$ cat src/rtl/out_trace_buffer_pkg.sv
// Shared constants and helpers for the CPU result trace buffer.
// Holds the default geometry and the saturating drop-counter arithmetic.
package out_trace_buffer_pkg;

   localparam int TRACE_DATA_WIDTH = 32;
   localparam int TRACE_DEPTH      = 8;
   localparam int TRACE_ADDR_WIDTH = 3;
   localparam int DROP_CNT_WIDTH   = 8;

   typedef logic [DROP_CNT_WIDTH-1:0] drop_cnt_t;

   localparam drop_cnt_t DROP_CNT_MAX = 8'd255;

   function automatic drop_cnt_t drop_cnt_inc(input drop_cnt_t value);
      return (value == DROP_CNT_MAX) ? value : value + 1'b1;
   endfunction

endpackage

$ cat src/rtl/out_trace_buffer_if.sv
// Trace buffer bus: sampled CPU result in, valid/ready drain and status out.
// The master side is the producer/consumer environment, the slave side is the buffer.
interface out_trace_buffer_if
   import out_trace_buffer_pkg::*;
#(
   parameter int DATA_WIDTH = TRACE_DATA_WIDTH,
   parameter int ADDR_WIDTH = TRACE_ADDR_WIDTH
);

   logic [DATA_WIDTH-1:0] out_in;
   logic                  capture_en;
   logic                  clear;
   logic [DATA_WIDTH-1:0] trace_data;
   logic                  trace_valid;
   logic                  trace_ready;
   logic [ADDR_WIDTH:0]   count;
   logic                  overflow;
   drop_cnt_t             drop_count;

   modport master (
      output out_in, capture_en, clear, trace_ready,
      input  trace_data, trace_valid, count, overflow, drop_count
   );

   modport slave (
      input  out_in, capture_en, clear, trace_ready,
      output trace_data, trace_valid, count, overflow, drop_count
   );

endinterface

$ cat src/rtl/out_trace_buffer_sync_fifo.sv
// First-word fall-through synchronous FIFO with a registered head word.
// Clear flushes occupancy but leaves the head register holding its last value.
module sync_fifo #(
   parameter int DATA_WIDTH = 32,
   parameter int DEPTH      = 8,
   parameter int ADDR_WIDTH = 3
) (
   input  logic                  i_clk,
   input  logic                  i_rst_n,
   input  logic                  i_clear,
   input  logic                  i_push,
   input  logic                  i_pop,
   input  logic [DATA_WIDTH-1:0] i_data,
   output logic [DATA_WIDTH-1:0] o_data,
   output logic                  o_full,
   output logic                  o_empty,
   output logic [ADDR_WIDTH:0]   o_count
);

   localparam logic [ADDR_WIDTH:0] LP_FULL = (ADDR_WIDTH + 1)'(DEPTH);
   localparam logic [ADDR_WIDTH:0] LP_ONE  = (ADDR_WIDTH + 1)'(1);

   logic [DATA_WIDTH-1:0] r_mem [DEPTH];
   logic [ADDR_WIDTH-1:0] r_rd_ptr;
   logic [ADDR_WIDTH-1:0] r_wr_ptr;
   logic [ADDR_WIDTH:0]   r_count;
   logic [DATA_WIDTH-1:0] r_head;
   logic [ADDR_WIDTH-1:0] w_rd_next;
   logic                  w_pop;
   logic                  w_push;

   // A full FIFO still accepts a push when the head leaves in the same cycle.
   assign w_pop     = i_pop && (r_count != '0) && !i_clear;
   assign w_push    = i_push && ((r_count != LP_FULL) || w_pop) && !i_clear;
   assign w_rd_next = r_rd_ptr + 1'b1;

   always_ff @(posedge i_clk) begin
      if (w_push) begin
         r_mem[r_wr_ptr] <= i_data;
      end
   end

   // The head register is loaded from the incoming word when it becomes the
   // only entry, otherwise from the slot behind the one being popped.
   always_ff @(posedge i_clk or negedge i_rst_n) begin
      if (!i_rst_n) begin
         r_rd_ptr <= '0;
         r_wr_ptr <= '0;
         r_count  <= '0;
         r_head   <= '0;
      end else if (i_clear) begin
         r_rd_ptr <= '0;
         r_wr_ptr <= '0;
         r_count  <= '0;
      end else begin
         if (w_push) begin
            r_wr_ptr <= r_wr_ptr + 1'b1;
         end
         if (w_pop) begin
            r_rd_ptr <= w_rd_next;
         end
         case ({w_push, w_pop})
            2'b10:   r_count <= r_count + 1'b1;
            2'b01:   r_count <= r_count - 1'b1;
            default: r_count <= r_count;
         endcase
         if (w_push && ((r_count == '0) || ((r_count == LP_ONE) && w_pop))) begin
            r_head <= i_data;
         end else if (w_pop && (r_count > LP_ONE)) begin
            r_head <= r_mem[w_rd_next];
         end
      end
   end

   assign o_data  = r_head;
   assign o_full  = (r_count == LP_FULL);
   assign o_empty = (r_count == '0);
   assign o_count = r_count;

endmodule

$ cat src/rtl/out_trace_buffer.sv
// Traces the CPU result bus into a small FIFO, optionally keeping only changes,
// and counts samples dropped while the consumer stalls.
module out_trace_buffer
   import out_trace_buffer_pkg::*;
#(
   parameter int DATA_WIDTH  = TRACE_DATA_WIDTH,
   parameter int DEPTH       = TRACE_DEPTH,
   parameter int ADDR_WIDTH  = TRACE_ADDR_WIDTH,
   parameter bit CHANGE_ONLY = 1'b1
) (
   input  logic              i_clk,
   input  logic              i_rst_n,
   out_trace_buffer_if.slave trace_bus
);

   logic [DATA_WIDTH-1:0] r_last;
   logic                  r_first;
   logic                  r_overflow;
   drop_cnt_t             r_drop_count;

   logic                  w_req;
   logic                  w_pop;
   logic                  w_drop;
   logic                  w_full;
   logic                  w_empty;
   logic [DATA_WIDTH-1:0] w_head;
   logic [ADDR_WIDTH:0]   w_count;

   // The first enabled sample after reset or clear always counts as a change.
   assign w_req  = trace_bus.capture_en &&
                   (!CHANGE_ONLY || r_first || (trace_bus.out_in != r_last));
   assign w_pop  = !w_empty && trace_bus.trace_ready;
   assign w_drop = w_req && w_full && !w_pop && !trace_bus.clear;

   sync_fifo #(
      .DATA_WIDTH (DATA_WIDTH),
      .DEPTH      (DEPTH),
      .ADDR_WIDTH (ADDR_WIDTH)
   ) u_fifo (
      .i_clk   (i_clk),
      .i_rst_n (i_rst_n),
      .i_clear (trace_bus.clear),
      .i_push  (w_req),
      .i_pop   (w_pop),
      .i_data  (trace_bus.out_in),
      .o_data  (w_head),
      .o_full  (w_full),
      .o_empty (w_empty),
      .o_count (w_count)
   );

   // The last-value register tracks every enabled sample, including dropped ones.
   always_ff @(posedge i_clk or negedge i_rst_n) begin
      if (!i_rst_n) begin
         r_last       <= '0;
         r_first      <= 1'b1;
         r_overflow   <= 1'b0;
         r_drop_count <= '0;
      end else if (trace_bus.clear) begin
         r_first      <= 1'b1;
         r_overflow   <= 1'b0;
         r_drop_count <= '0;
      end else begin
         if (trace_bus.capture_en) begin
            r_last  <= trace_bus.out_in;
            r_first <= 1'b0;
         end
         if (w_drop) begin
            r_overflow   <= 1'b1;
            r_drop_count <= drop_cnt_inc(r_drop_count);
         end
      end
   end

   assign trace_bus.trace_data  = w_head;
   assign trace_bus.trace_valid = !w_empty;
   assign trace_bus.count       = w_count;
   assign trace_bus.overflow    = r_overflow;
   assign trace_bus.drop_count  = r_drop_count;

endmodule

$ cat src/flat_wrapper.sv
// flat-port wrapper written by rule: the top's interface ports become plain ports
module out_trace_buffer_flat import out_trace_buffer_pkg::*;
#(
   parameter int DATA_WIDTH  = TRACE_DATA_WIDTH,
   parameter int DEPTH       = TRACE_DEPTH,
   parameter int ADDR_WIDTH  = TRACE_ADDR_WIDTH,
   parameter bit CHANGE_ONLY = 1'b1
)
  (i_clk, i_rst_n, trace_bus_out_in, trace_bus_capture_en, trace_bus_clear, trace_bus_trace_ready, trace_bus_trace_data, trace_bus_trace_valid, trace_bus_count, trace_bus_overflow, trace_bus_drop_count);
  out_trace_buffer_if #(.DATA_WIDTH(DATA_WIDTH), .ADDR_WIDTH(ADDR_WIDTH)) trace_bus_i ();
  input  logic i_clk;
  input  logic i_rst_n;
  input wire logic [$bits(trace_bus_i.out_in)-1:0] trace_bus_out_in;
  input wire logic [$bits(trace_bus_i.capture_en)-1:0] trace_bus_capture_en;
  input wire logic [$bits(trace_bus_i.clear)-1:0] trace_bus_clear;
  input wire logic [$bits(trace_bus_i.trace_ready)-1:0] trace_bus_trace_ready;
  output wire logic [$bits(trace_bus_i.trace_data)-1:0] trace_bus_trace_data;
  output wire logic [$bits(trace_bus_i.trace_valid)-1:0] trace_bus_trace_valid;
  output wire logic [$bits(trace_bus_i.count)-1:0] trace_bus_count;
  output wire logic [$bits(trace_bus_i.overflow)-1:0] trace_bus_overflow;
  output wire logic [$bits(trace_bus_i.drop_count)-1:0] trace_bus_drop_count;
  assign trace_bus_i.out_in = trace_bus_out_in;
  assign trace_bus_i.capture_en = trace_bus_capture_en;
  assign trace_bus_i.clear = trace_bus_clear;
  assign trace_bus_i.trace_ready = trace_bus_trace_ready;
  assign trace_bus_trace_data = trace_bus_i.trace_data;
  assign trace_bus_trace_valid = trace_bus_i.trace_valid;
  assign trace_bus_count = trace_bus_i.count;
  assign trace_bus_overflow = trace_bus_i.overflow;
  assign trace_bus_drop_count = trace_bus_i.drop_count;
  out_trace_buffer #(.DATA_WIDTH(DATA_WIDTH), .DEPTH(DEPTH), .ADDR_WIDTH(ADDR_WIDTH), .CHANGE_ONLY(CHANGE_ONLY)) u_core (.i_clk(i_clk), .i_rst_n(i_rst_n), .trace_bus(trace_bus_i));
endmodule
$ cat config.mk
export PLATFORM = sky130hd
export DESIGN_NAME = out_trace_buffer_flat
export DESIGN_NICKNAME = d
export VERILOG_FILES = /design/src/rtl/out_trace_buffer_pkg.sv /design/src/rtl/out_trace_buffer_if.sv /design/src/rtl/out_trace_buffer_sync_fifo.sv /design/src/rtl/out_trace_buffer.sv /design/src/flat_wrapper.sv
export SDC_FILE = /design/constraint.sdc
export NUM_CORES = 1
export LEC_CHECK = 0
export CORE_UTILIZATION = 68
export CTS_CLUSTER_SIZE = 20
export DETAILED_ROUTE_END_ITERATION = 10
export DONT_BUFFER_PORTS = 1
export PLACE_DENSITY = 0.88
export SLEW_MARGIN = 20
export SYNTH_ARGS = -nofsm -noshare
export SYNTH_HDL_FRONTEND = slang
export SYNTH_HIERARCHICAL = 1
export SYNTH_SLANG_ARGS = --single-unit
export TNS_END_PERCENT = 5
$ cat constraint.sdc
create_clock -name i_clk -period 7.5 [get_ports i_clk]
set_input_delay 2.25 -clock i_clk [delete_from_list [all_inputs] [get_ports i_clk]]
set_output_delay 2.25 -clock i_clk [all_outputs]
set_load 0.005 [all_outputs]
==> impl_results.html, run 1 <==
<table>
<tr><th>Metric</th><th>Value</th></tr>
<tr><th colspan="2">Timing</th></tr>
<tr><td>PnR worst setup slack</td><td>between 2 and 2.5 ns</td></tr>
<tr><td>Setup Skew</td><td>approximately 0.011 ns</td></tr>
<tr><td>Min Tclk post-route</td><td>slightly above 5 ns</td></tr>
<tr><td>Final worst path period share</td><td>0.687</td></tr>
<tr><td>Final-report hold violation count</td><td>0</td></tr>
<tr><td>Normalized max-slew margin</td><td>0.253</td></tr>
<tr><td>Fmax achieved</td><td>slightly below 200 MHz</td></tr>
<tr><td>Setup Viol. Count Final</td><td>0</td></tr>
<tr><td>Worst slew pin tran</td><td>~1.1 ns</td></tr>
<tr><td>Final Slew Violations</td><td>0</td></tr>
<tr><td>Setup tns final</td><td>0 ns</td></tr>
<tr><td>Unrepaired setup endpoints after global routing</td><td>false</td></tr>
<tr><th colspan="2">Logic synthesis</th></tr>
<tr><td>Number of warning messages in the yosys log</td><td>6</td></tr>
<tr><td>Post-Synthesis Cells</td><td>slightly below 1000</td></tr>
<tr><td>Cell types with the largest area share after synthesis</td><td>edfxtp_1 54%, dfrtp_1 14%, mux2_2 5.1%, nor2b_1 3.0%, mux2i_1 2.3%</td></tr>
<tr><td>Number of distinct library cells after synthesis</td><td>47</td></tr>
<tr><td>Post-Synthesis Mean Instance Area</td><td>between 10 and 15 µm²</td></tr>
<tr><td>Synth Register Bits</td><td>340</td></tr>
<tr><td>Asr flop ratio synth</td><td>0.247</td></tr>
<tr><td>Portion of synthesized cell area occupied by the leading cell type</td><td>0.535</td></tr>
<tr><td>Area of the mapped netlist</td><td>between 10000 and 15000 µm²</td></tr>
<tr><td>Synth area leader</td><td>edfxtp_1</td></tr>
<tr><td>Post-synth net total</td><td>between 1000 and 1500</td></tr>
<tr><td>Predominant post-synthesis flop cell</td><td>edfxtp_1</td></tr>
<tr><td>Post-synth EDFFs</td><td>~260</td></tr>
<tr><td>Post-synthesis sequential area ratio</td><td>0.682</td></tr>
<tr><th colspan="2">Place</th></tr>
<tr><td>Worst slack at placement</td><td>2.09 ns</td></tr>
<tr><td>Placer's final routability congestion estimate</td><td>about 0.85</td></tr>
<tr><td>HPWL after detailed placement</td><td>~17 mm</td></tr>
<tr><td>Number of input and output port buffers inserted</td><td>0</td></tr>
<tr><th colspan="2">Route</th></tr>
<tr><td>Iteration-0 DRC count of the detailed router</td><td>922</td></tr>
<tr><td>Detailed-routing iteration count for the pre-antenna-repair pass</td><td>5</td></tr>
<tr><td>Antenna-violating nets left</td><td>0</td></tr>
<tr><td>Total number of vias</td><td>8737</td></tr>
<tr><td>Routed wirelength normalized by instance count</td><td>approximately 25 µm</td></tr>
<tr><td>Via-per-instance ratio</td><td>roughly 7</td></tr>
<tr><td>Overall routed net length</td><td>~32 mm</td></tr>
<tr><td>DRC violation count after routing</td><td>0</td></tr>
<tr><th colspan="2">Setup path</th></tr>
<tr><td>Worst Setup SP</td><td>trace_bus_out_in[29]</td></tr>
<tr><td>WS Path Type</td><td>input port to flip-flop</td></tr>
<tr><td>Type of element capturing the critical path</td><td>flip-flop</td></tr>
<tr><td>Required @ worst endpoint</td><td>between 7 and 8 ns</td></tr>
<tr><td>Critical-path cell with the highest stage delay</td><td>nor3_2</td></tr>
<tr><td>Worst path cell trace</td><td>xor2_1, nor4_1, nand3_1, nor3_2, nor2b_1, o2111ai_1, nor2_4, buf_16, buf_16</td></tr>
<tr><td>Combined buffer and inverter count along the critical path</td><td>2</td></tr>
<tr><td>Largest delay share family, worst path</td><td>simple AND/OR/NAND/NOR gates</td></tr>
<tr><td>Largest incremental delay on the critical path</td><td>0.83 ns</td></tr>
<tr><td>Data arrival time of the critical path</td><td>around 5.4 ns</td></tr>
<tr><td>Kind of start point of the critical path</td><td>input port</td></tr>
<tr><td>Most used cell along the critical path</td><td>buf_16</td></tr>
<tr><td>Crit-path max FO</td><td>14</td></tr>
<tr><td>Worst R2R Start</td><td>u_core/r_last[16]</td></tr>
<tr><th colspan="2">Worst hold path</th></tr>
<tr><td>Start point of the worst min-delay path</td><td>u_core/r_last[20]</td></tr>
<tr><td>Worst hold path class</td><td>flip-flop to flip-flop</td></tr>
<tr><th colspan="2">Power and ir drop</th></tr>
<tr><td>Internal power</td><td>3.77 mW</td></tr>
<tr><td>Lkg Pwr</td><td>~5.3 nW</td></tr>
<tr><td>Register share of total power</td><td>0.438</td></tr>
<tr><td>Switching fraction of total power</td><td>0.295</td></tr>
<tr><td>Peak supply drop</td><td>roughly 250 µV</td></tr>
<tr><td>Clock network fraction of design power</td><td>0.340</td></tr>
<tr><td>Areal power density over the cells</td><td>335 nW/µm²</td></tr>
<tr><td>Net switching power of the design</td><td>approximately 1.6 mW</td></tr>
<tr><td>Logic pwr share</td><td>0.223</td></tr>
<tr><th colspan="2">Finish</th></tr>
<tr><td>Fraction of layout instances using a drive strength above 1</td><td>0.163</td></tr>
<tr><td>Number of nets at the end of the flow</td><td>around 1000</td></tr>
<tr><td>Antenna Cells</td><td>0</td></tr>
<tr><td>Area added between synthesis and finish</td><td>11.3%</td></tr>
<tr><th colspan="2">Clock network</th></tr>
<tr><td>Cts bufs inserted</td><td>35</td></tr>
<tr><td>CTS Buffer Depth</td><td>3</td></tr>
<tr><td>H-tree lvl count</td><td>2</td></tr>
<tr><td>Count of buffers added by post-CTS timing repair for setup</td><td>0</td></tr>
<tr><td>Clock root buffer</td><td>clkbuf_16</td></tr>
<tr><td>Clock Sinks</td><td>340</td></tr>
<tr><td>CTS clock-pin slew for the worst setup and hold paths</td><td>about 0.060 ns</td></tr>
<tr><td>Clock latency of the later-clocked register in the worst-skew pair</td><td>approximately 0.52 ns</td></tr>
<tr><td>Clock tree from TritonCTS</td><td>done</td></tr>
<tr><td>Number of instances resized during post-cts repair</td><td>0</td></tr>
<tr><td>Hold buffer count at cts</td><td>0</td></tr>
<tr><th colspan="2">Global route</th></tr>
<tr><td>Pin count of the biggest net entering global routing</td><td>98</td></tr>
<tr><td>Residual overflow from global routing</td><td>0</td></tr>
<tr><td>Initial antenna violation count</td><td>0</td></tr>
<tr><td>GRT Resource Usage Total</td><td>0.301</td></tr>
<tr><td>Vias in the first global route</td><td>8842</td></tr>
<tr><td>First-pass GRT wire length</td><td>slightly below 50 mm</td></tr>
<tr><th colspan="2">Floorplanning</th></tr>
<tr><td>Die area</td><td>around 22000 µm²</td></tr>
<tr><td>Die Span X</td><td>roughly 150 µm</td></tr>
<tr><td>Vert. Die Dim</td><td>147 µm</td></tr>
<tr><td>Initial cell density of the core</td><td>0.701</td></tr>
<tr><td>Rows</td><td>52</td></tr>
<tr><td>Placeable core region</td><td>20500 µm²</td></tr>
<tr><td>Boundary pin count</td><td>between 80 and 90</td></tr>
<tr><th colspan="2">Run</th></tr>
<tr><td>Max-capacitance violation count</td><td>0</td></tr>
<tr><th colspan="2">Run status</th></tr>
<tr><td>Status</td><td>completed</td></tr>
</table>
-- synth_stat cells, drive strengths merged, types with 2 or more instances --
library cell / count
a31o: 3
nor4: 10
nand3b: 2
buf: 18
o31a: 2
o41a: 2
nand2b: 6
mux2: 65
edfxtp: 256
a21oi: 5
nor4b: 2
a311oi: 2
inv: 13
o211ai: 34
a2111oi: 32
nor2b: 70
mux2i: 33
o21ai: 38
or3: 36
dfrtp: 83
nor2: 18
nor3: 10
clkbuf: 48
nand3: 40
ha: 6
nand4b: 32
a221o: 2
xor2: 36
a211oi: 34
and3: 3
nand2: 42
xnor2: 2
-- sequential cells by signal, summed over array words and instances (netlist names) --
| signal | count |
|---|---|
| u_core/u_fifo/r_mem | 256 |
| u_core/r_last | 32 |
| u_core/u_fifo/o_data | 32 |
| u_core/trace_bus.drop_count | 8 |
| u_core/u_fifo/o_count | 4 |
| u_core/u_fifo/r_rd_ptr | 3 |
| u_core/u_fifo/r_wr_ptr | 3 |
| u_core/r_first | 1 |
| u_core/trace_bus.overflow | 1 |
-- power by group through the flow --
stage               registers, mW  logic [mW]  clock network (mW)
floorplan                    2.31       0.919                   0
global placement             2.37        1.11                   0
detailed placement           2.38        1.15                   0
CTS                          2.34        1.17                1.83
global route                 2.36        1.29                1.90
finish                       2.34        1.19                1.82
-- metrics by stage --
stage	power (mW)	cells	hold slack [ns]	utilization	cell area [µm²]
finish	5.35	1280	0.531	0.780	16000
global placement	3.48	1211	0.509	0.714	14600
detailed placement	3.53	1211	0.517	0.714	14600
CTS	5.35	1274	0.529	0.773	15800
global route	5.55	1280	0.548	0.780	16000
floorplan	3.23	994	0.470	-	14400
-- cell type report --
cell class              instances  area (µm²)
flip-flops and latches        340        9790
fillers                      1030        4500
multi-input cells             575        4350
clock buffers                  44         972
well taps                     270         338
repair buffers                 19         248
clock inverters                19         245
inverters                      13        48.8
-- cell usage in the layout, fill, tap and decap left out, types with 3 or more instances in the layout --
cell type / n
nor2b_1: 69
clkbuf_16: 37
edfxtp_1: 256
nor2_1: 12
dfrtp_1: 82
nor4_1: 8
or3_1: 36
buf_16: 4
clkbuf_1: 5
a2111oi_0: 32
buf_4: 13
nand2_1: 42
nor2_4: 6
o21ai_1: 6
nor3_2: 4
nand4b_1: 32
nor3_1: 6
xor2_1: 35
a211oi_1: 34
a31o_2: 3
clkinv_2: 10
nand3_1: 40
inv_1: 13
o211ai_1: 34
mux2i_1: 33
bufinv_16: 6
o21ai_0: 31
ha_1: 5
a21oi_1: 5
nand2b_1: 6
mux2_2: 65
-- metal layers --
layer	track usage	vias up	wire length, µm
met2	0.483	476	15900
met1	0.407	4387	12400
met3	0.0584	64	2660
met5	0	-	0
met4	0.127	0	867
li1	-	3810	-
-- cells by family after synthesis --
group,Yosys count,synth area share
AO/OA/AOI/OAI,159,0.0808
XOR/XNOR,38,0.0232
adder cells (fa/ha/maj),6,0.00523
buffers and inverters,79,0.0233
flip-flops,340,0.682
multiplexers,98,0.0740
AND/OR/NAND/NOR,274,0.112
-- path summary, 6_finish.rpt --
kind                       cells past startpoint  slack [ns]                        endpoint
max reg2reg                                    9        3.65       u_core/u_fifo/r_mem[3][2]
min in group asynchronous                      0        1.43  u_core/trace_bus.drop_count[5]
min                                            1        0.53               u_core/r_last[20]
max in group asynchronous                      0        5.88                  u_core/r_first
min reg2reg                                    1        0.53               u_core/r_last[20]
max                                            9        2.35       u_core/u_fifo/r_mem[3][2]
-- worst register-to-register path: stages, from the launching register on --
cell and delay [ns]:
dfrtp_1 0.40, xor2_1 0.19, nor4_1 0.55, nand3_1 0.23, nor3_2 0.83, nor2b_1 0.28, o2111ai_1 0.47, nor2_4 0.25
buf_16 0.25, buf_16 0.16
No activity file was read; power rests on OpenSTA's default activity.
==> inputs of run 2 (changes only) <==
--- a/config.mk
+++ b/config.mk
@@ -5,11 +5,11 @@
 export SDC_FILE = /design/constraint.sdc
 export NUM_CORES = 1
 export LEC_CHECK = 0
-export CORE_UTILIZATION = 68
+export CORE_UTILIZATION = 57
 export CTS_CLUSTER_SIZE = 20
 export DETAILED_ROUTE_END_ITERATION = 10
 export DONT_BUFFER_PORTS = 1
-export PLACE_DENSITY = 0.88
+export PLACE_DENSITY = 0.79
 export SLEW_MARGIN = 20
 export SYNTH_ARGS = -nofsm -noshare
 export SYNTH_HDL_FRONTEND = slang
==> constraint.sdc (replaced) <==
create_clock -name i_clk -period 4.13 [get_ports i_clk]
set_input_delay 1.239 -clock i_clk [delete_from_list [all_inputs] [get_ports i_clk]]
set_output_delay 1.239 -clock i_clk [all_outputs]
set_load 0.005 [all_outputs]
==> run 2 against run 1 <==
Effect of this change:
- cell count is 4.5% higher
- combinational power is 85% higher
- die area increased by 19%
- critical path type unchanged
- critical endpoint is now u_core/u_fifo/r_mem[4][11]
- largest power group unchanged
==> impl_results.html, run 2 (synthesized netlist as in run 1, its figures left out) <==
<table>
<tr><th>Metric</th><th>Value</th></tr>
<tr><th colspan="2">Run status</th></tr>
<tr><td>Status</td><td>completed</td></tr>
<tr><th colspan="2">Floorplanning</th></tr>
<tr><td>Initial cell density of the core</td><td>0.585 (-0.115)</td></tr>
<tr><td>Placeable core region</td><td>24500 µm² (+20%)</td></tr>
<tr><td>Vert. Die Dim</td><td>161 µm (+9.1%)</td></tr>
<tr><td>Die area</td><td>25800 µm² (+19%)</td></tr>
<tr><td>Boundary pin count</td><td>83 (unchanged)</td></tr>
<tr><td>Rows</td><td>57 (+9.6%)</td></tr>
<tr><td>Die Span X</td><td>161 µm (+9.1%)</td></tr>
<tr><th colspan="2">Finish</th></tr>
<tr><td>Most common library cell in the layout ignoring fill and taps</td><td>edfxtp_1</td></tr>
<tr><td>Most flops, register</td><td>u_core/u_fifo/r_mem</td></tr>
<tr><td>Area added between synthesis and finish</td><td>12.0%</td></tr>
<tr><td>Total area of multi-input combinational cells</td><td>4360 µm² (+0.29%)</td></tr>
<tr><td>Fraction of layout instances using a drive strength above 1</td><td>0.164 (+0.000503)</td></tr>
<tr><td>Util after Layout</td><td>0.655 (-0.125)</td></tr>
<tr><td>Most frequent cells in the layout</td><td>256 x edfxtp_1, 82 x dfrtp_1, 69 x nor2b_1</td></tr>
<tr><td>Number of nets at the end of the flow</td><td>1031 (+0.39%)</td></tr>
<tr><td>Number of flip-flops in the largest register</td><td>256 (unchanged)</td></tr>
<tr><td>Antenna Cells</td><td>0 (unchanged)</td></tr>
<tr><td>Sequential cell area</td><td>9790 µm² (unchanged)</td></tr>
<tr><td>Count of filler cells inserted in the layout</td><td>1647 (+60%)</td></tr>
<tr><th colspan="2">Clock network</th></tr>
<tr><td>Clock root buffer</td><td>clkbuf_16</td></tr>
<tr><td>Clock latency of the later-clocked register in the worst-skew pair</td><td>0.52 ns (about the same)</td></tr>
<tr><td>Cts bufs inserted</td><td>35 (unchanged)</td></tr>
<tr><td>Clock tree from TritonCTS</td><td>done</td></tr>
<tr><td>Number of instances resized during post-cts repair</td><td>0 (unchanged)</td></tr>
<tr><td>Hold buffer count at cts</td><td>0 (unchanged)</td></tr>
<tr><td>Clock Sinks</td><td>340 (unchanged)</td></tr>
<tr><td>Count of buffers added by post-CTS timing repair for setup</td><td>0 (unchanged)</td></tr>
<tr><td>CTS Buffer Depth</td><td>3 (unchanged)</td></tr>
<tr><td>H-tree lvl count</td><td>2 (unchanged)</td></tr>
<tr><td>CTS clock-pin slew for the worst setup and hold paths</td><td>0.06 ns (about the same)</td></tr>
<tr><th colspan="2">Route</th></tr>
<tr><td>Detailed-routing iteration count for the pre-antenna-repair pass</td><td>5 (unchanged)</td></tr>
<tr><td>Via-per-instance ratio</td><td>6.37 (-6.7%)</td></tr>
<tr><td>DRC violation count after routing</td><td>0 (unchanged)</td></tr>
<tr><td>Total number of vias</td><td>8518 (-2.5%)</td></tr>
<tr><td>Antenna-violating nets left</td><td>0 (unchanged)</td></tr>
<tr><td>Iteration-0 DRC count of the detailed router</td><td>898 (-2.6%)</td></tr>
<tr><td>Overall routed net length</td><td>30.8 mm (-3.1%)</td></tr>
<tr><td>Routed wirelength normalized by instance count</td><td>23.1 µm (-7.3%)</td></tr>
<tr><th colspan="2">Global route</th></tr>
<tr><td>Initial antenna violation count</td><td>0 (unchanged)</td></tr>
<tr><td>GRT Resource Usage Total</td><td>0.244 (-0.0562)</td></tr>
<tr><td>First-pass GRT wire length</td><td>48.4 mm (-1.5%)</td></tr>
<tr><td>Vias in the first global route</td><td>8457 (-4.4%)</td></tr>
<tr><td>Residual overflow from global routing</td><td>0 (unchanged)</td></tr>
<tr><td>Pin count of the biggest net entering global routing</td><td>194 (+98%)</td></tr>
<tr><th colspan="2">Setup path</th></tr>
<tr><td>Worst Setup SP</td><td>trace_bus_out_in[14]</td></tr>
<tr><td>Reg-to-reg slack, setup</td><td>0.69 ns (-2.96 ns)</td></tr>
<tr><td>Type of element capturing the critical path</td><td>flip-flop</td></tr>
<tr><td>Worst reg2reg path depth</td><td>10 (+1)</td></tr>
<tr><td>FF-to-FF End</td><td>u_core/u_fifo/r_mem[4][11]</td></tr>
<tr><td>Data arrival time of the critical path</td><td>3.77 ns (-1.65 ns)</td></tr>
<tr><td>Required @ worst endpoint</td><td>4.34 ns (-3.43 ns)</td></tr>
<tr><td>Combined buffer and inverter count along the critical path</td><td>1 (-1)</td></tr>
<tr><td>Largest delay share family, worst path</td><td>simple AND/OR/NAND/NOR gates</td></tr>
<tr><td>Kind of start point of the critical path</td><td>input port</td></tr>
<tr><td>Largest incremental delay on the critical path</td><td>0.57 ns (-0.26 ns)</td></tr>
<tr><td>Worst R2R Start</td><td>u_core/u_fifo/o_count[0]</td></tr>
<tr><td>WS Path Type</td><td>input port to flip-flop</td></tr>
<tr><td>Critical-path cell with the highest stage delay</td><td>nor2_4</td></tr>
<tr><td>Crit-path max FO</td><td>18 (+4)</td></tr>
<tr><td>End point of the critical path</td><td>u_core/u_fifo/r_mem[4][11]</td></tr>
<tr><td>CP Depth</td><td>9 (unchanged)</td></tr>
<tr><td>Worst path cell trace</td><td>xor2_1, nor4_1, nand4_1, nor3_2, nor2b_1, nand2b_1, or3_1, nor2_4, buf_12</td></tr>
<tr><th colspan="2">Timing</th></tr>
<tr><td>Setup Viol. Count Final</td><td>0 (unchanged)</td></tr>
<tr><td>Fmax achieved</td><td>around 280 MHz</td></tr>
<tr><td>Final-report hold violation count</td><td>0 (unchanged)</td></tr>
<tr><td>Min Tclk post-route</td><td>3.56 ns</td></tr>
<tr><td>Final hold slack</td><td>0.412 ns (-0.119 ns)</td></tr>
<tr><td>Setup Skew</td><td>0.0195 ns (+0.00834 ns)</td></tr>
<tr><td>Unrepaired setup endpoints after global routing</td><td>false</td></tr>
<tr><td>Final Slew Violations</td><td>0 (unchanged)</td></tr>
<tr><td>Normalized max-slew margin</td><td>0.354 (+0.101)</td></tr>
<tr><td>Worst slew pin tran</td><td>0.969 ns (-0.149 ns)</td></tr>
<tr><td>Final worst path period share</td><td>0.862</td></tr>
<tr><th colspan="2">Power and ir drop</th></tr>
<tr><td>Internal power</td><td>6.88 mW (+82%)</td></tr>
<tr><td>Net switching power of the design</td><td>2.84 mW (+80%)</td></tr>
<tr><td>Final total power</td><td>9.72 mW (+82%)</td></tr>
<tr><td>Clock network fraction of design power</td><td>0.341 (about the same)</td></tr>
<tr><td>Peak supply drop</td><td>660 µV (+160%)</td></tr>
<tr><td>Switching fraction of total power</td><td>0.293 (-0.00267)</td></tr>
<tr><td>Lkg Pwr</td><td>5.27 nW (-0.11%)</td></tr>
<tr><td>Register share of total power</td><td>0.432 (-0.006)</td></tr>
<tr><td>Logic pwr share</td><td>0.226 (+0.003)</td></tr>
<tr><td>Areal power density over the cells</td><td>605 nW/µm² (+81%)</td></tr>
<tr><th colspan="2">Place</th></tr>
<tr><td>Number of input and output port buffers inserted</td><td>0 (unchanged)</td></tr>
<tr><td>Placer's final routability congestion estimate</td><td>0.822 (-3.4%)</td></tr>
<tr><td>HPWL after detailed placement</td><td>17.1 mm (+0.75%)</td></tr>
<tr><th colspan="2">Run</th></tr>
<tr><td>Max-capacitance violation count</td><td>0 (unchanged)</td></tr>
<tr><th colspan="2">Worst hold path</th></tr>
<tr><td>Worst hold path class</td><td>input port to async pin</td></tr>
</table>
[run 2: cell count changes in the layout (fill, tap and decap cells not counted), sizes merged]
cell,delta
clkinv,-3
buf,+4
clkbuf,+2
[run 2: per-layer routing]
metal	share of wire	track usage
met5	0	0
met4	0.022	0.0682
met3	0.075	0.0558
met2	0.48	0.394
met1	0.42	0.336
[run 2: worst reg2reg max path, stage by stage (launching register included)]
cell      delay, ns
dfrtp_1        0.46
inv_1          0.10
ha_1           0.28
or3b_1         0.32
inv_1          0.12
nand2b_1       0.18
inv_1          0.29
nor2_1         0.08
or3_1          0.49
nor2_4         0.57
buf_12         0.26
[run 2: worst min-delay path by stage]
stage                                     to  cells past startpoint  slack, ns
detailed placement          u_core/r_last[6]                      1       0.52
global placement           u_core/r_last[31]                      1       0.51
floorplan                     u_core/r_first                      2       0.47
CTS                        u_core/r_last[30]                      0       0.40
global route         u_core/u_fifo/o_data[0]                      0       0.39
finish              u_core/u_fifo/o_data[27]                      0       0.41
[run 2: metrics by stage]
stage,std cells,setup slack (ns),TNS (ns),instance area [µm²]
floorplan,994,-0.219,-23.80,14400
global placement,1274,0.219,0,14800
detailed placement,1274,0.107,0,14800
CTS,1336,0.596,0,16100
global route,1337,0.445,0,16100
finish,1337,0.568,0,16100
[run 2: area by class of cell]
class	count	area share
Clock inverter	16	0.0146
Timing Repair Buffer	23	0.0162
Inverter	13	0.00303
Tap cell	324	0.0252
Multi-Input combinational cell	575	0.271
Clock buffer	46	0.0609
Sequential cell	340	0.609
[run 2: power groups by stage]
stage,logic (mW),registers [mW],clock network [mW]
global placement,2.11,4.26,0
global route,2.40,4.23,3.49
detailed placement,2.17,4.27,0
finish,2.20,4.20,3.32
CTS,2.18,4.21,3.36
floorplan,1.67,4.19,0
==> inputs of run 3 (changes only) <==
--- a/config.mk
+++ b/config.mk
@@ -13,6 +13,5 @@
 export SLEW_MARGIN = 20
 export SYNTH_ARGS = -nofsm -noshare
 export SYNTH_HDL_FRONTEND = slang
-export SYNTH_HIERARCHICAL = 1
 export SYNTH_SLANG_ARGS = --single-unit
 export TNS_END_PERCENT = 5
==> run 3 against run 2 <==
Effect of this change:
- critical path depth decreased by 1
- die area fell by 2.1%
- utilization decreased by 0.82 points
- total power is 2.3% lower
- via count shrank 18%
==> impl_results.html, run 3 <==
<table>
<tr><th>Metric</th><th>Value</th></tr>
<tr><th colspan="2">Run status</th></tr>
<tr><td>Status</td><td>completed</td></tr>
<tr><th colspan="2">Finish</th></tr>
<tr><td>Most flops, register</td><td>u_core.u_fifo.r_mem</td></tr>
<tr><td>Number of flip-flops in the largest register</td><td>256 (unchanged)</td></tr>
<tr><td>Most frequent cells in the layout</td><td>256 x edfxtp_1, 82 x dfrtp_1, 64 x mux4_2</td></tr>
<tr><td>Most common library cell in the layout ignoring fill and taps</td><td>edfxtp_1</td></tr>
<tr><td>Fraction of layout instances using a drive strength above 1</td><td>0.281 (+0.118)</td></tr>
<tr><td>Final design instance area without fill</td><td>15700 µm² (-2.4%)</td></tr>
<tr><td>Area added between synthesis and finish</td><td>11.6%</td></tr>
<tr><td>Number of nets at the end of the flow</td><td>829 (-20%)</td></tr>
<tr><td>Count of filler cells inserted in the layout</td><td>1568 (-4.8%)</td></tr>
<tr><td>Antenna Cells</td><td>0 (unchanged)</td></tr>
<tr><th colspan="2">Clock network</th></tr>
<tr><td>Clock tree from TritonCTS</td><td>done</td></tr>
<tr><td>CTS clock-pin slew for the worst setup and hold paths</td><td>0.06 ns (about the same)</td></tr>
<tr><td>Clock root buffer</td><td>clkbuf_16</td></tr>
<tr><td>Clock latency of the later-clocked register in the worst-skew pair</td><td>0.52 ns (about the same)</td></tr>
<tr><td>Count of buffers added by post-CTS timing repair for setup</td><td>0 (unchanged)</td></tr>
<tr><td>Hold buffer count at cts</td><td>0 (unchanged)</td></tr>
<tr><td>Cts bufs inserted</td><td>34 (-2.9%)</td></tr>
<tr><td>CTS Buffer Depth</td><td>3 (unchanged)</td></tr>
<tr><td>Number of instances resized during post-cts repair</td><td>0 (unchanged)</td></tr>
<tr><td>H-tree lvl count</td><td>2 (unchanged)</td></tr>
<tr><td>Clock Sinks</td><td>340 (unchanged)</td></tr>
<tr><th colspan="2">Floorplanning</th></tr>
<tr><td>Placeable core region</td><td>24200 µm² (-1.2%)</td></tr>
<tr><td>Rows</td><td>57 (unchanged)</td></tr>
<tr><td>Boundary pin count</td><td>83 (unchanged)</td></tr>
<tr><td>Die Span X</td><td>159 µm (-1.0%)</td></tr>
<tr><td>Die area</td><td>25300 µm² (-2.1%)</td></tr>
<tr><td>Initial cell density of the core</td><td>0.580 (-0.00550)</td></tr>
<tr><td>Vert. Die Dim</td><td>159 µm (-1.0%)</td></tr>
<tr><th colspan="2">Place</th></tr>
<tr><td>Number of input and output port buffers inserted</td><td>0 (unchanged)</td></tr>
<tr><td>Worst slack at placement</td><td>0.226 ns (+0.119 ns)</td></tr>
<tr><td>Placer's final routability congestion estimate</td><td>0.783 (-4.7%)</td></tr>
<tr><td>HPWL after detailed placement</td><td>16.1 mm (-6.0%)</td></tr>
<tr><td>Post-detailed-placement cell area</td><td>14600 µm² (-1.6%)</td></tr>
<tr><th colspan="2">Power and ir drop</th></tr>
<tr><td>Peak supply drop</td><td>507 µV (-23%)</td></tr>
<tr><td>Areal power density over the cells</td><td>605 nW/µm² (+0.14%)</td></tr>
<tr><td>Lkg Pwr</td><td>5.37 nW (+1.9%)</td></tr>
<tr><td>Final total power</td><td>9.50 mW (-2.3%)</td></tr>
<tr><th colspan="2">Logic synthesis</th></tr>
<tr><td>Number of warning messages in the yosys log</td><td>0 (-6)</td></tr>
<tr><td>Number of distinct library cells after synthesis</td><td>54 (+15%)</td></tr>
<tr><td>Cell types with the largest area share after synthesis</td><td>edfxtp_1 55%, dfrtp_1 15%, mux4_2 10%, mux2_4 3.2%, mux2_2 2.9%</td></tr>
<tr><td>Post-synthesis sequential area ratio</td><td>0.696 (+0.0146)</td></tr>
<tr><td>Post-synth net total</td><td>807 (-22%)</td></tr>
<tr><td>Predominant post-synthesis flop cell</td><td>edfxtp_1</td></tr>
<tr><td>Most instantiated cells after synthesis</td><td>256 x edfxtp_1, 83 x dfrtp_1, 64 x mux4_2</td></tr>
<tr><td>Area of the mapped netlist</td><td>14100 µm² (-2.1%)</td></tr>
<tr><td>Most frequent cell after synthesis</td><td>edfxtp_1</td></tr>
<tr><td>Post-Synthesis Cells</td><td>763 (-23%)</td></tr>
<tr><td>Synth Register Bits</td><td>340 (unchanged)</td></tr>
<tr><td>Asr flop ratio synth</td><td>0.247 (unchanged)</td></tr>
<tr><td>Synth area leader</td><td>edfxtp_1</td></tr>
<tr><td>Post-synth EDFFs</td><td>256 (unchanged)</td></tr>
<tr><td>Portion of synthesized cell area occupied by the leading cell type</td><td>0.547 (+0.0114)</td></tr>
<tr><td>Post-Synthesis Mean Instance Area</td><td>18.4 µm² (+28%)</td></tr>
<tr><th colspan="2">Route</th></tr>
<tr><td>Total number of vias</td><td>7010 (-18%)</td></tr>
<tr><td>Routed wirelength normalized by instance count</td><td>24.9 µm (+8.0%)</td></tr>
<tr><td>Via-per-instance ratio</td><td>6.18 (-3.0%)</td></tr>
<tr><td>DRC violation count after routing</td><td>0 (unchanged)</td></tr>
<tr><td>Detailed-routing iteration count for the pre-antenna-repair pass</td><td>5 (unchanged)</td></tr>
<tr><td>Overall routed net length</td><td>28.3 mm (-8.4%)</td></tr>
<tr><td>Antenna-violating nets left</td><td>0 (unchanged)</td></tr>
<tr><td>Iteration-0 DRC count of the detailed router</td><td>615 (-32%)</td></tr>
<tr><th colspan="2">Global route</th></tr>
<tr><td>Pin count of the biggest net entering global routing</td><td>85 (-56%)</td></tr>
<tr><td>GRT Resource Usage Total</td><td>0.232 (-0.0126)</td></tr>
<tr><td>Vias in the first global route</td><td>7521 (-11%)</td></tr>
<tr><td>Residual overflow from global routing</td><td>0 (unchanged)</td></tr>
<tr><td>First-pass GRT wire length</td><td>44.4 mm (-8.2%)</td></tr>
<tr><td>Initial antenna violation count</td><td>0 (unchanged)</td></tr>
<tr><th colspan="2">Setup path</th></tr>
<tr><td>Critical-path cell with the highest stage delay</td><td>nor2_2</td></tr>
<tr><td>Reg-to-reg slack, setup</td><td>0.86 ns (+0.17 ns)</td></tr>
<tr><td>Worst path cell trace</td><td>xor2_1, nor4_1, nand4_1, o31a_2, buf_4, nand3_1, nor2_2, buf_12</td></tr>
<tr><td>Worst R2R Start</td><td>u_core.u_fifo.o_count[1]</td></tr>
<tr><td>Kind of start point of the critical path</td><td>input port</td></tr>
<tr><td>Type of element capturing the critical path</td><td>flip-flop</td></tr>
<tr><td>Required @ worst endpoint</td><td>4.33 ns (about the same)</td></tr>
<tr><td>WS Path Type</td><td>input port to flip-flop</td></tr>
<tr><td>Crit-path max FO</td><td>18 (unchanged)</td></tr>
<tr><td>Worst reg2reg path depth</td><td>10 (unchanged)</td></tr>
<tr><td>FF-to-FF End</td><td>u_core.u_fifo.r_mem[4][9]</td></tr>
<tr><td>Largest incremental delay on the critical path</td><td>0.85 ns (+0.28 ns)</td></tr>
<tr><td>Data arrival time of the critical path</td><td>3.58 ns (-0.19 ns)</td></tr>
<tr><th colspan="2">Run</th></tr>
<tr><td>Max-capacitance violation count</td><td>0 (unchanged)</td></tr>
<tr><th colspan="2">Timing</th></tr>
<tr><td>Fmax achieved</td><td>296 MHz (+5.5%)</td></tr>
<tr><td>Final-report hold violation count</td><td>0 (unchanged)</td></tr>
<tr><td>Min Tclk post-route</td><td>3.38 ns (-0.184 ns)</td></tr>
<tr><td>Final Slew Violations</td><td>0 (unchanged)</td></tr>
<tr><td>Unrepaired setup endpoints after global routing</td><td>false</td></tr>
<tr><td>Final hold slack</td><td>0.415 ns (+0.00301 ns)</td></tr>
<tr><td>PnR worst setup slack</td><td>0.753 ns (+0.184 ns)</td></tr>
<tr><td>Final worst path period share</td><td>0.818 (-0.0447)</td></tr>
<tr><td>Normalized max-slew margin</td><td>0.339 (-0.0156)</td></tr>
<tr><td>Setup Viol. Count Final</td><td>0 (unchanged)</td></tr>
<tr><td>Setup tns final</td><td>0 ns (unchanged)</td></tr>
<tr><td>Setup Skew</td><td>0.0208 ns (+0.00126 ns)</td></tr>
<tr><td>Worst slew pin tran</td><td>0.991 ns (+0.0223 ns)</td></tr>
<tr><th colspan="2">Worst hold path</th></tr>
<tr><td>Worst hold path class</td><td>input port to async pin</td></tr>
</table>
## run 3: changes by cell type after synthesis, sizes merged, moves of 9 or more
cell     before  now
o211ai       34    0
mux4          0   64
a211oi       34    0
nand3        40    7
nand4b       32    0
xnor2         2   11
nor2b        70    3
clkbuf       48   23
a2111oi      32    1
or3          36    1
## run 3: worst max path at each step
stage / start / to / slack [ns]
6_report: trace_bus_out_in[21] / u_core.u_fifo.r_mem[7][30] / 0.75
5_1_grt: trace_bus_out_in[21] / u_core.u_fifo.r_mem[7][30] / 0.65
4_1_cts: u_core.u_fifo.o_count[0] / u_core.u_fifo.r_mem[2][30] / 0.72
3_5_place_dp: trace_bus_out_in[21] / u_core.u_fifo.r_mem[7][30] / 0.23
3_3_place_gp: trace_bus_out_in[21] / u_core.u_fifo.r_mem[2][3] / 0.29
2_1_floorplan: trace_bus_out_in[9] / u_core.u_fifo.r_mem[3][0] / -0.90
## run 3: layout make-up
| type | instances | area [µm²] | area share |
|---|---|---|---|
| tap | 324 | 405 | 0.0258 |
| inverter | 5 | 18.8 | 0.00120 |
| clock inverter | 15 | 121 | 0.00773 |
| multi-input combinational | 382 | 4170 | 0.265 |
| timing repair buffer | 22 | 231 | 0.0147 |
| clock buffer | 46 | 957 | 0.0610 |
| sequential | 340 | 9790 | 0.624 |
## run 3: power by group
| group | leakage (nW) | internal (mW) | switching [mW] | total [mW] |
|---|---|---|---|---|
| sequential | 3.34 | 3.99 | 0.320 | 4.31 |
| combinational | 1.49 | 1.22 | 0.999 | 2.22 |
| clock | 0.534 | 1.75 | 1.22 | 2.97 |
## run 3: cells by family after synthesis
logic type / share of synthesized area
fa+ha+maj: 0.00623
flops: 0.696
xor+xnor: 0.0262
mux: 0.190
compound gates: 0.0235
simple gates: 0.0434
buf+inv: 0.0147
## run 3: critical path, delay by kind of cell
kind,cells,cell delay [ns]
buffers and inverters,2,0.48
AO/OA/AOI/OAI,1,0.21
AND/OR/NAND/NOR,4,1.40
XOR/XNOR,1,0.24
## run 3: per-layer routing
layer / GRT usage / vias to the layer above / wire [µm]
li1: - / 3027 / -
met4: 0.0673 / 0 / 605
met3: 0.0500 / 60 / 1870
met5: 0 / - / 0
met1: 0.312 / 3659 / 11500
met2: 0.385 / 264 / 14300
## run 3: stage by stage
stage | cells | util
after floorplan | 763 | -
after global placement | 1072 | 0.602
after detailed placement | 1072 | 0.602
after CTS | 1133 | 0.647
after global routing | 1134 | 0.647
final | 1134 | 0.647
